### config.mk
export PLATFORM = sky130hd
export DESIGN_NAME = band_mixer_flat
export DESIGN_NICKNAME = d
export VERILOG_FILES = /design/src/rtl/band_mixer_if.sv /design/src/rtl/band_mixer.sv /design/src/flat_wrapper.sv
export SDC_FILE = /design/constraint.sdc
export NUM_CORES = 2
export LEC_CHECK = 0
export ABC_CLOCK_PERIOD_IN_PS = 13900
export CORE_MARGIN = 3
export CORE_UTILIZATION = 45
export CTS_BUF_LIST = sky130_fd_sc_hd__clkbuf_4
export DETAILED_ROUTE_END_ITERATION = 8
export PLACE_DENSITY = 0.75
export SYNTH_ARGS = -nofsm -noshare
export SYNTH_HDL_FRONTEND = slang
export SYNTH_SLANG_ARGS = --single-unit
### constraint.sdc
create_clock -name clk -period 13.9 [get_ports clk]
set_input_delay 1.39 -clock clk [delete_from_list [all_inputs] [get_ports clk]]
set_output_delay 1.39 -clock clk [all_outputs]
set_load 0.005 [all_outputs]
### src/rtl/band_mixer_if.sv
// band_mixer_if: groups the sample, gain-programming and result signals of
// the band_mixer into one bundle. clk and rst stay plain ports on the mixer.
// The slave modport is the mixer; the master modport is whatever feeds it.
// The clip_count signal exists only when BAND_MIXER_CLIP_CNT_EN is defined.
interface band_mixer_if;
    logic         clk_enable;
    logic         sample_valid;
    logic [127:0] band_in;
    logic         gain_we;
    logic [2:0]   gain_addr;
    logic [15:0]  gain_data;
    logic [15:0]  mix_out;
    logic         mix_valid;
    logic         busy;
    logic         overrun;
`ifdef BAND_MIXER_CLIP_CNT_EN
    logic [15:0]  clip_count;
`endif

    modport master (
        output clk_enable, sample_valid, band_in, gain_we, gain_addr, gain_data,
        input  mix_out, mix_valid, busy, overrun
`ifdef BAND_MIXER_CLIP_CNT_EN
        , input clip_count
`endif
    );

    modport slave (
        input  clk_enable, sample_valid, band_in, gain_we, gain_addr, gain_data,
        output mix_out, mix_valid, busy, overrun
`ifdef BAND_MIXER_CLIP_CNT_EN
        , output clip_count
`endif
    );
endinterface

### src/rtl/band_mixer.sv
// band_mixer: combines the eight signed band outputs of the equalizer.
// Each band is scaled by a Q2.13 gain and summed with one serial MAC (one
// band per enabled clock), then rounded half toward +inf and saturated to a
// 16-bit signed output sample. Gains are snapshotted at sample capture so a
// mix always uses one coherent gain set.
// Optional feature: define BAND_MIXER_CLIP_CNT_EN to add a saturating count
// of clipped output samples (clip_count).
module band_mixer #(
    parameter int          GAIN_FRAC  = 13,
    parameter logic [15:0] GAIN_RESET = 16'h2000
) (
    input  logic    clk,
    input  logic    rst,
    band_mixer_if.slave bus
);

    localparam logic [1:0] ST_IDLE  = 2'd0;
    localparam logic [1:0] ST_ACCUM = 2'd1;
    localparam logic [1:0] ST_DONE  = 2'd2;

    localparam logic signed [34:0] ROUND_BIAS = 35'sd1 <<< (GAIN_FRAC - 1);
    localparam logic signed [34:0] SAT_MAX    = 35'sd32767;
    localparam logic signed [34:0] SAT_MIN    = -35'sd32768;

    logic [1:0]         state_q;
    logic [2:0]         idx_q;
    logic signed [34:0] acc_q;
    logic signed [15:0] gain_q   [8];
    logic signed [15:0] shadow_q [8];
    logic signed [15:0] sample_q [8];
    logic [15:0]        mix_out_q;
    logic               mix_valid_q;
    logic               overrun_q;

    logic signed [31:0] product;
    logic signed [34:0] product_ext;
    logic signed [34:0] rounded;
    logic signed [34:0] shifted;
    logic               clipped;
    logic [15:0]        sat_result;

`ifdef BAND_MIXER_CLIP_CNT_EN
    logic [15:0]        clip_q;
`endif

    // Gain file: host writes land on any clock edge, regardless of enable or state
    always_ff @(posedge clk or posedge rst) begin
        if (rst) begin
            for (int k = 0; k < 8; k++) begin
                gain_q[k] <= GAIN_RESET;
            end
        end else if (bus.gain_we) begin
            gain_q[bus.gain_addr] <= bus.gain_data;
        end
    end

    // MAC datapath and final round/saturate of the accumulated sum
    always_comb begin
        product     = 32'(sample_q[idx_q]) * 32'(shadow_q[idx_q]);
        product_ext = 35'(product);
        rounded     = acc_q + ROUND_BIAS;
        shifted     = rounded >>> GAIN_FRAC;
        clipped     = 1'b0;
        sat_result  = shifted[15:0];
        if (shifted > SAT_MAX) begin
            clipped    = 1'b1;
            sat_result = 16'h7FFF;
        end else if (shifted < SAT_MIN) begin
            clipped    = 1'b1;
            sat_result = 16'h8000;
        end
    end

    // Control FSM: capture, eight MAC steps, then publish one output sample
    always_ff @(posedge clk or posedge rst) begin
        if (rst) begin
            state_q     <= ST_IDLE;
            idx_q       <= 3'd0;
            acc_q       <= '0;
            mix_out_q   <= '0;
            mix_valid_q <= 1'b0;
            overrun_q   <= 1'b0;
            for (int k = 0; k < 8; k++) begin
                sample_q[k] <= '0;
                shadow_q[k] <= GAIN_RESET;
            end
`ifdef BAND_MIXER_CLIP_CNT_EN
            clip_q      <= '0;
`endif
        end else begin
            mix_valid_q <= 1'b0;
            if (bus.clk_enable) begin
                if (bus.sample_valid && (state_q != ST_IDLE)) begin
                    overrun_q <= 1'b1;
                end
                case (state_q)
                    ST_IDLE: begin
                        if (bus.sample_valid) begin
                            for (int k = 0; k < 8; k++) begin
                                sample_q[k] <= bus.band_in[16*k +: 16];
                                shadow_q[k] <= gain_q[k];
                            end
                            acc_q   <= '0;
                            idx_q   <= 3'd0;
                            state_q <= ST_ACCUM;
                        end
                    end
                    ST_ACCUM: begin
                        acc_q <= acc_q + product_ext;
                        idx_q <= idx_q + 3'd1;
                        if (idx_q == 3'd7) begin
                            state_q <= ST_DONE;
                        end
                    end
                    ST_DONE: begin
                        mix_out_q   <= sat_result;
                        mix_valid_q <= 1'b1;
                        state_q     <= ST_IDLE;
`ifdef BAND_MIXER_CLIP_CNT_EN
                        if (clipped && (clip_q != 16'hFFFF)) begin
                            clip_q <= clip_q + 16'd1;
                        end
`endif
                    end
                    default: begin
                        state_q <= ST_IDLE;
                    end
                endcase
            end
        end
    end

    assign bus.mix_out   = mix_out_q;
    assign bus.mix_valid = mix_valid_q;
    assign bus.busy      = (state_q != ST_IDLE);
    assign bus.overrun   = overrun_q;
`ifdef BAND_MIXER_CLIP_CNT_EN
    assign bus.clip_count = clip_q;
`endif

endmodule

### src/flat_wrapper.sv
// flat-port wrapper written by rule: the top's interface ports become plain ports
module band_mixer_flat 
#(
    parameter int          GAIN_FRAC  = 13,
    parameter logic [15:0] GAIN_RESET = 16'h2000
)
  (clk, rst, bus_clk_enable, bus_sample_valid, bus_band_in, bus_gain_we, bus_gain_addr, bus_gain_data, bus_mix_out, bus_mix_valid, bus_busy, bus_overrun);
  band_mixer_if bus_i ();
  input  logic clk;
  input  logic rst;
  input wire logic [$bits(bus_i.clk_enable)-1:0] bus_clk_enable;
  input wire logic [$bits(bus_i.sample_valid)-1:0] bus_sample_valid;
  input wire logic [$bits(bus_i.band_in)-1:0] bus_band_in;
  input wire logic [$bits(bus_i.gain_we)-1:0] bus_gain_we;
  input wire logic [$bits(bus_i.gain_addr)-1:0] bus_gain_addr;
  input wire logic [$bits(bus_i.gain_data)-1:0] bus_gain_data;
  output wire logic [$bits(bus_i.mix_out)-1:0] bus_mix_out;
  output wire logic [$bits(bus_i.mix_valid)-1:0] bus_mix_valid;
  output wire logic [$bits(bus_i.busy)-1:0] bus_busy;
  output wire logic [$bits(bus_i.overrun)-1:0] bus_overrun;
  assign bus_i.clk_enable = bus_clk_enable;
  assign bus_i.sample_valid = bus_sample_valid;
  assign bus_i.band_in = bus_band_in;
  assign bus_i.gain_we = bus_gain_we;
  assign bus_i.gain_addr = bus_gain_addr;
  assign bus_i.gain_data = bus_gain_data;
  assign bus_mix_out = bus_i.mix_out;
  assign bus_mix_valid = bus_i.mix_valid;
  assign bus_busy = bus_i.busy;
  assign bus_overrun = bus_i.overrun;
  band_mixer #(.GAIN_FRAC(GAIN_FRAC), .GAIN_RESET(GAIN_RESET)) u_core (.clk(clk), .rst(rst), .bus(bus_i));
endmodule
## Word-level counts from Yosys, hierarchy flattened

Cells that the tools add are included.

| word-level totals | value |
|---|---|
| register bits after elaboration | 442 |
| bits of input ports | 152 |
| word-level logic and storage cells | 76 |

| operators by class | value |
|---|---|
| $add $sub $neg | 3 |
| multiply operators | 1 |
| magnitude comparators | 5 |
| eq/ne operators | 5 |
| multiplexer cells | 20 |
| bitwise operators | 2 |
| reductions and logical operators | 10 |

Operator list:

| cell | number |
|---|---|
| 128-bit bitwise mux | 1 |
| 16-bit two-way mux | 7 |
| 16-bit binary-select mux with 3-bit select | 2 |
| 35-bit case mux with 2 select lines | 1 |
| 16-bit demux with 3-bit select | 1 |
| 35-bit by 14-bit adder with 35-bit output (second input constant) | 1 |
| 35-bit by 32-bit adder with 35-bit output | 1 |
| 35-bit two-way mux | 1 |
| 16-bit by 16-bit multiplier with 32-bit output | 1 |
| 22-bit by 16-bit greater-than comparator with 1-bit output (second input constant) | 1 |
| 22-bit by 16-bit less-than comparator with 1-bit output (second input constant) | 1 |
| 3-bit AND reduction | 3 |
| 4-bit greater-or-equal comparator (second input constant) | 2 |
| 3-bit NOT with 4-bit output | 2 |
| 3-bit case mux with 2 select lines | 1 |
| 4-bit by 1-bit less-than comparator with 1-bit output (second input constant) | 1 |
| 2-bit two-way mux | 2 |
| 2-bit case mux with 2 select lines | 1 |
| 2-bit AND reduction | 2 |
| 2-bit nonzero test | 2 |
| 3-bit by 1-bit adder with 3-bit output (second input constant) | 1 |
| 3-bit equality test (second input constant) | 1 |
| 3-bit two-way mux | 1 |
| 2-bit by 1-bit equality test with 1-bit output (second input constant) | 1 |
| 6 further kinds | 8 |

## Logic depth before layout (Yosys ltp)

| logic depth | value |
|---|---|
| depth in word-level cells | 7 |
| gate-level depth with buffers | 28 |
| mapped depth without buffers | 25 |

## Worst setup path after synthesis

No wires, ideal clock.

| timing | value |
|---|---|
| path kind | reg2reg |
| start point | register u_core.idx_q[0] |
| end point | register u_core.acc_q[33] |
| data arrival time | 7.752 ns |
| data required time | 13.778 ns |
| setup slack | 6.027 ns |
| stages on the path, launching flop included | 28 |
| buffers on the path | 4 |
| period minus slack after synthesis | 7.873 ns |
| cells stage by stage | dfrtp_1 -> buf_2 -> buf_2 -> buf_2 -> mux4_2 -> mux2i_1 -> nor2_1 -> fa_1 -> inv_1 -> fa_1 -> fa_1 -> inv_1 -> fa_1 -> fa_1 -> inv_1 -> fa_1 -> inv_1 -> ha_1 -> buf_6 -> o21a_1 -> o32ai_4 -> a21oi_2 -> a22o_1 -> a31o_1 -> a211o_1 -> o311ai_2 -> mux2i_1 -> nand2_1 |

| on the way | value |
|---|---|
| word-level cells in the longest chain between the ends | 7 |

RTL lines:

| element | line | RTL |
|---|---|---|
| start, declared | band_mixer.sv:26 | `logic [2:0] idx_q;` |
| start signal, assigned | band_mixer.sv:110 | `idx_q <= idx_q + 3'd1;` |
| 3-bit NOT with 4-bit output (not written as such) (*) | band_mixer.sv:59 | `product = 32'(sample_q[idx_q]) * 32'(shadow_q[idx_q]);` |
| 16-bit binary-select mux with 3-bit select | band_mixer.sv:59 |  |
| 16-bit two-way mux (not written as such) (2 in a row) | band_mixer.sv:59 |  |
| 16-bit by 16-bit multiplier with 32-bit output (*) | band_mixer.sv:59 |  |
| 35-bit by 32-bit adder with 35-bit output (*) | band_mixer.sv:109 | `acc_q <= acc_q + product_ext;` |
| 35-bit case mux with 2 select lines (*) | band_mixer.sv:96 | `case (state_q)` |
| end signal, assigned | band_mixer.sv:109 |  |
| end, declared | band_mixer.sv:27 | `logic signed [34:0] acc_q;` |

Mark *: on every way between the ends. The rest lies on a longest branch, timed or not. The select of a mux whose other input is x is not followed.
A chain may end at the register's enable or synchronous reset.

## Worst setup path after layout

Ends and elaborated chain as after synthesis.

==> reports/metrics.yaml <==
synth:
  yosysWarnings: 0
  ys_dominant_reg_cell: "dfrtp_1"
  synth.yosys.seq_area_share_pct: 37.1
  async_flop_share_pct: 100
  synthTopCellsByArea: "dfrtp_1 36%, fa_1 21%, mux2_2 15%"
  synthTopCellsByCount: "426 x dfrtp_1, 408 x mux2_2, 372 x inv_1"
  ys_ff_latch: 442
  synth_top_area_share_pct: 35.7
  yosysTopAreaCell: "dfrtp_1"
  synth_cells: 2432
  syn_nets: 3001
  synth.most_common_cell: "dfrtp_1"
  syn_area_um2: 29900
  yosysUniqueCellTypes: 65
  synth_edf_count: 0
  avgSynthCellArea_um2: 12.3
place:
  io_buffers: 170
  dp_hpwl_mm: 52.3
  routabilityCongestion: 0.920
  dpl_cell_area_um2: 32600
  preCtsSetupSlack_ns: 4.94
final_layout:
  multiInputGateArea_um2: 17100
  design_area_um2: 34100
  area_growth_syn_to_layout_pct: 14.1
  fin_nets: 3224
  nFillCells: 5453
  layout-drive-gt1-share_pct: 26.2
  ff_latch_area_um2: 11100
  final_core_util_pct: 52.5
critical_path:
  cp_slowest_cell: "dfrtp_4"
  startpoint_type: "register"
  end_kind: "register"
  cp.arrival_ns: 9.73
  timing_worst_setup_path_type: "reg -> reg"
  critPathRequiredTime_ns: 14.68
  max_stage_delay_ns: 0.86
  crit_path_frequent_cell: "fa_1"
  cp_max_fo: 38
  path_cells: "buf_4 > mux4_2 > mux2i_1 > nor2_1 > fa_1 > inv_1 > fa_1 > fa_1 > inv_1 > fa_1 > fa_1 > inv_1 > fa_1 > inv_1 > ha_1 > or2_1 > a221oi_2 > a21oi_2 > a22o_1 > a31o_1 > a211o_1 > o311ai_2 > mux2i_1 > nand2_1"
  r2r_setup_slack_ns: 4.95
clocking:
  htreeDepth: 3
  clock_latency_ns: 0.90
  cts_max_path_buffers: 3
  cts_setup_buffers: 0
  cts_resized: 0
  cts_root_buf: "clkbuf_4"
  cts_tree: "done"
  cts_buffers: 113
  cts_hold_buf: 0
  path_clk_slew_ns: 0.07
  clock-sinks: 442
timing:
  fmax_mhz: 112
  post-route-worst-setup-slack_ns: 4.95
  slew_viol_final: 0
  tightest_slew_ns: 1.22
  setup-violations-final: 0
  rsz0062_at_grt: "no"
  finalHoldViolations: 0
  skew_ns: 0.0672
  max-slew-margin-rel_pct: 18.6
  setup_tns_ns: 0
  period_share_pct: 64.4
  fin_crit_ns: 8.95
route:
  ant_nets: 0
  dr.pass1.iters: 5
  route.detailed.drc: 0
  vias: 19100
  vias_per_cell: 5.31
  drt_iter0_markers: 1147
  wirelength_mm: 71.2
  wire_per_inst_um: 19.7
run_status:
  status: "finished, final reports clean"
floorplanning:
  start_util_pct: 46.0
  rows: 93
  die_area_um2: 69600
  chipHeight_um: 264
  chipWidth_um: 264
  fp.coreArea_um2: 65000
  io_pins: 171
grt:
  grt_max_degree: 168
  grt_first_pass_wirelength_mm: 116
  grt_pass1_vias: 21700
  antenna_found_initial: 9
  grt.total_usage_pct: 21.0
  overflow: 0
hold_path:
  hold_path.class: "reg -> reg"
job:
  maxCapViolations: 0
-- per-stage QoR --
stage          hold WS [ns]  instances
6_report              0.448       3603
3_3_place_gp          0.450       3395
4_1_cts               0.454       3596
5_1_grt               0.482       3600
3_5_place_dp          0.457       3395
2_1_floorplan         0.445       2432
-- cell type report --
type / count / share of cell area (%)
Antenna cell: 7 / 0.0513
Sequential cell: 442 / 32.5
Clock buffer: 167 / 3.67
Timing Repair Buffer: 202 / 5.77
Inverter: 372 / 4.11
Tap cell: 855 / 3.14
Clock inverter: 34 / 0.675
Multi-Input combinational cell: 1524 / 50.1
-- kinds of logic after synthesis --
| kind of cell | share of synthesized area [%] |
|---|---|
| multiplexers | 21.1 |
| adder cells (fa/ha/maj) | 25.2 |
| flip-flops | 37.1 |
| AND/OR/NAND/NOR | 5.68 |
| buffers and inverters | 5.91 |
| AO/OA/AOI/OAI | 3.39 |
| XOR/XNOR | 1.64 |
-- critical path, delay by kind of cell, from the launching register on --
kind	cells	cell delay (ns)
buffers and inverters	5	0.97
and+or+nand+nor	3	0.53
adders and majority gates	7	3.34
muxes	3	1.56
AOI/OAI and AO/OA	6	1.55
DFF	1	0.86
-- final timing paths --
check                             startpoint                   to  cells after the start
hold reg to reg            u_core.gain_q[35]  u_core.shadow_q[35]                      1
hold / removal             u_core.gain_q[35]  u_core.shadow_q[35]                      1
max in group asynchronous                rst      u_core.idx_q[1]                      3
setup reg to reg             u_core.idx_q[0]     u_core.acc_q[33]                     24
min in group asynchronous                rst    u_core.gain_q[28]                      2
setup / recovery             u_core.idx_q[0]     u_core.acc_q[33]                     24
-- layer usage --
layer  track usage (%)  share of wire (%)  vias up
met5                 0              0.058        -
met4              6.48                2.5        6
met3              4.54                5.9      125
met2              35.9                 50      525
met1              26.8                 41    10000
li1                  -                  -     8487
-- layout by cell type (no fill, tap or decap), types with 64 or more instances in the layout --
| master | n |
|---|---|
| dfrtp_1 | 423 |
| mux2_2 | 408 |
| ha_1 | 107 |
| clkbuf_4 | 167 |
| fa_1 | 310 |
| clkdlybuf4s50_1 | 170 |
| nor2_1 | 145 |
| mux4_2 | 64 |
| inv_1 | 371 |
| nand2_1 | 178 |
-- flip-flops by register name, summed over array words and instances (netlist names) --
register              flops
u_core.idx_q              3
u_core.bus.mix_out       16
u_core.sample_q         128
u_core.gain_q           128
u_core.state_q            2
u_core.bus.mix_valid      1
u_core.shadow_q         128
u_core.acc_q             35
u_core.bus.overrun        1
Power is not shown: default switching activity piles up to over one toggle a cycle in this logic, so the estimate is an artifact.
==> RTL edit: new RTL, same flow settings <==
`GAIN_FRAC` is set to 13 in 2 places; all go to 6.
--- a/src/rtl/band_mixer.sv
+++ b/src/rtl/band_mixer.sv
@@ -6,7 +6,7 @@
 // Optional feature: define BAND_MIXER_CLIP_CNT_EN to add a saturating count
 // of clipped output samples (clip_count).
 module band_mixer #(
-    parameter int          GAIN_FRAC  = 13,
+    parameter int          GAIN_FRAC  = 6,
     parameter logic [15:0] GAIN_RESET = 16'h2000
 ) (
     input  logic    clk,
--- a/src/flat_wrapper.sv
+++ b/src/flat_wrapper.sv
@@ -1,7 +1,7 @@
 // flat-port wrapper written by rule: the top's interface ports become plain ports
 module band_mixer_flat 
 #(
-    parameter int          GAIN_FRAC  = 13,
+    parameter int          GAIN_FRAC  = 6,
     parameter logic [15:0] GAIN_RESET = 16'h2000
 )
   (clk, rst, bus_clk_enable, bus_sample_valid, bus_band_in, bus_gain_we, bus_gain_addr, bus_gain_data, bus_mix_out, bus_mix_valid, bus_busy, bus_overrun);
Check against the original RTL: not settled (the Yosys comparison gave no result); the edit may change what the design does.
==> RTL edit against the unedited design <==
  * Synthesized area up 1.3%
  * Global-route usage hardly changed
  * Sequential cell count unchanged
  * Routed wire length up 0.25%
  * Die area increased by 1.3%
  * Final area increased by 1.1%
  * Setup slack got worse by 360 ps
  * Critical endpoint is now u_core.acc_q[25]
  * Highest routed layer unchanged
Power is not shown: default switching activity piles up to over one toggle a cycle in this logic, so the estimate is an artifact.
==> RTL edit: results (changes against the unedited design) <==
* Vias in the first global route at 21.77k (was 21.68k)
* Critical path fanouts, max at 46 (was 38)
* Fin nets at 3287 (was 3224)
* Outcome: completed (unchanged)
* Initial antenna violation count at 6 (was 9)
* DP HPWL at 52.86 mm (was 52.27 mm)
* Setup Skew at 91.73 ps (was 67.21 ps)
* Gpl congestion at 0.9306 (was 0.9200)
* # H-tree levels at 3 (unchanged)
* Worst slew margin at 0.1932 (was 0.1864)
* Setup crit start: u_core.idx_q[0] (unchanged)
* First-pass GRT wire length at 116.8 mm (was 116.4 mm)
* Net Count, Synth at 3072 (was 3001)
* Synth unique cells at 71 (was 65)
* Total GRT Usage at 0.2094 (was 0.2099)
* Layout cells sized above 1 at 0.2645 (was 0.2623)
* CP max stage delay at 1020 ps (was 860 ps)
* Largest net degree at the start of global routing at 203 (was 168)
* Worst-case reg-to-reg path depth at 23 (was 24)
* TritonCTS buffer count at 108 (was 113)
* Vias/cell at 5.342 (was 5.314)
* Ranking of synthesized cells by area: dfrtp_1 (35%), fa_1 (20%), mux2_2 (15%) (was dfrtp_1 (36%), fa_1 (21%), mux2_2 (15%))
* Final WL at 71.34 mm (was 71.16 mm)
* Seq/Total Area, Yosys at 0.3657 (was 0.3706)
* Final Max Slew Viols at 0 (unchanged)
* Post-place setup slack at 4554 ps (was 4940 ps)
* Crit path DAT at 10130 ps (was 9730 ps)
* Most common library cells after synthesis: dfrtp_1 (426), mux2_2 (407), inv_1 (382) (was dfrtp_1 (426), mux2_2 (408), inv_1 (372))
* DRT iter0 DRCs at 1246 (was 1147)
* Filler instances at 5566 (was 5453)
* Worst setup path endpoint: u_core.acc_q[25] (was u_core.acc_q[33])
* Clock-pin slew on the worst setup and hold paths at 80 ps
* Clock Latency Late Sink at 950 ps (was 900 ps)
* CP max-delay cell: a2111oi_0 (was dfrtp_4)
-- RTL edit: area by class of cell --
type / count / area [sq um] / share of cell area
Antenna cell: 12 / 30.03 / 0.0008703
Sequential cell: 442 / 11090 / 0.3214
Timing Repair Buffer: 200 / 1952 / 0.05657
Clock buffer: 166 / 1246 / 0.03612
Multi-Input combinational cell: 1583 / 17440 / 0.5055
Tap cell: 864 / 1081 / 0.03133
Inverter: 383 / 1445 / 0.04188
Clock inverter: 31 / 216.5 / 0.006274
-- RTL edit: critical path: cells and delay by family, from the launching register on --
kind / cells / cell delay [ps]
buf+inv: 5 / 1040
flops: 1 / 690
xor+xnor: 1 / 160
simple gates: 3 / 500
mux: 2 / 1520
compound gates: 5 / 1990
fa+ha+maj: 7 / 3320
-- RTL edit: layer usage --
| metal | wire length, microns | global-route usage | up-vias |
|---|---|---|---|
| met5 | 34 | 0 | - |
| met1 | 29880 | 0.2684 | 10220 |
| met4 | 1664 | 0.06616 | 4 |
| met3 | 4251 | 0.05004 | 129 |
| met2 | 35500 | 0.3534 | 545 |
| li1 | - | - | 8771 |
-- RTL edit: worst min path at each step --
stage / startpoint / end / cells after the start
2_1_floorplan: u_core.bus.overrun / u_core.bus.overrun / 1
3_3_place_gp: u_core.bus.overrun / u_core.bus.overrun / 1
3_5_place_dp: u_core.gain_q[118] / u_core.shadow_q[118] / 1
4_1_cts: u_core.gain_q[73] / u_core.shadow_q[73] / 1
5_1_grt: u_core.gain_q[73] / u_core.shadow_q[73] / 1
6_report: u_core.gain_q[73] / u_core.shadow_q[73] / 1
-- RTL edit: stage by stage --
step,hold slack [ps],area (sq um),std cells
6_report,447.1,34500,3681
5_1_grt,460.5,34500,3678
3_5_place_dp,487.4,33010,3472
2_1_floorplan,466.3,30300,2503
4_1_cts,455.9,34470,3669
3_3_place_gp,453.2,33010,3472
-- RTL edit: cell families (layout without fill, tap and decap cells) --
family                   Yosys count  in the layout  share of synthesized area
buffers and inverters            478            780                    0.05975
adder cells (fa/ha/maj)          417            417                     0.2490
flip-flops                       442            442                     0.3657
other                              0             12                          0
multiplexers                     502            502                     0.2091
XOR/XNOR                          47             47                    0.01358
AO/OA/AOI/OAI                    160            160                    0.03621
AND/OR/NAND/NOR                  457            457                    0.06677
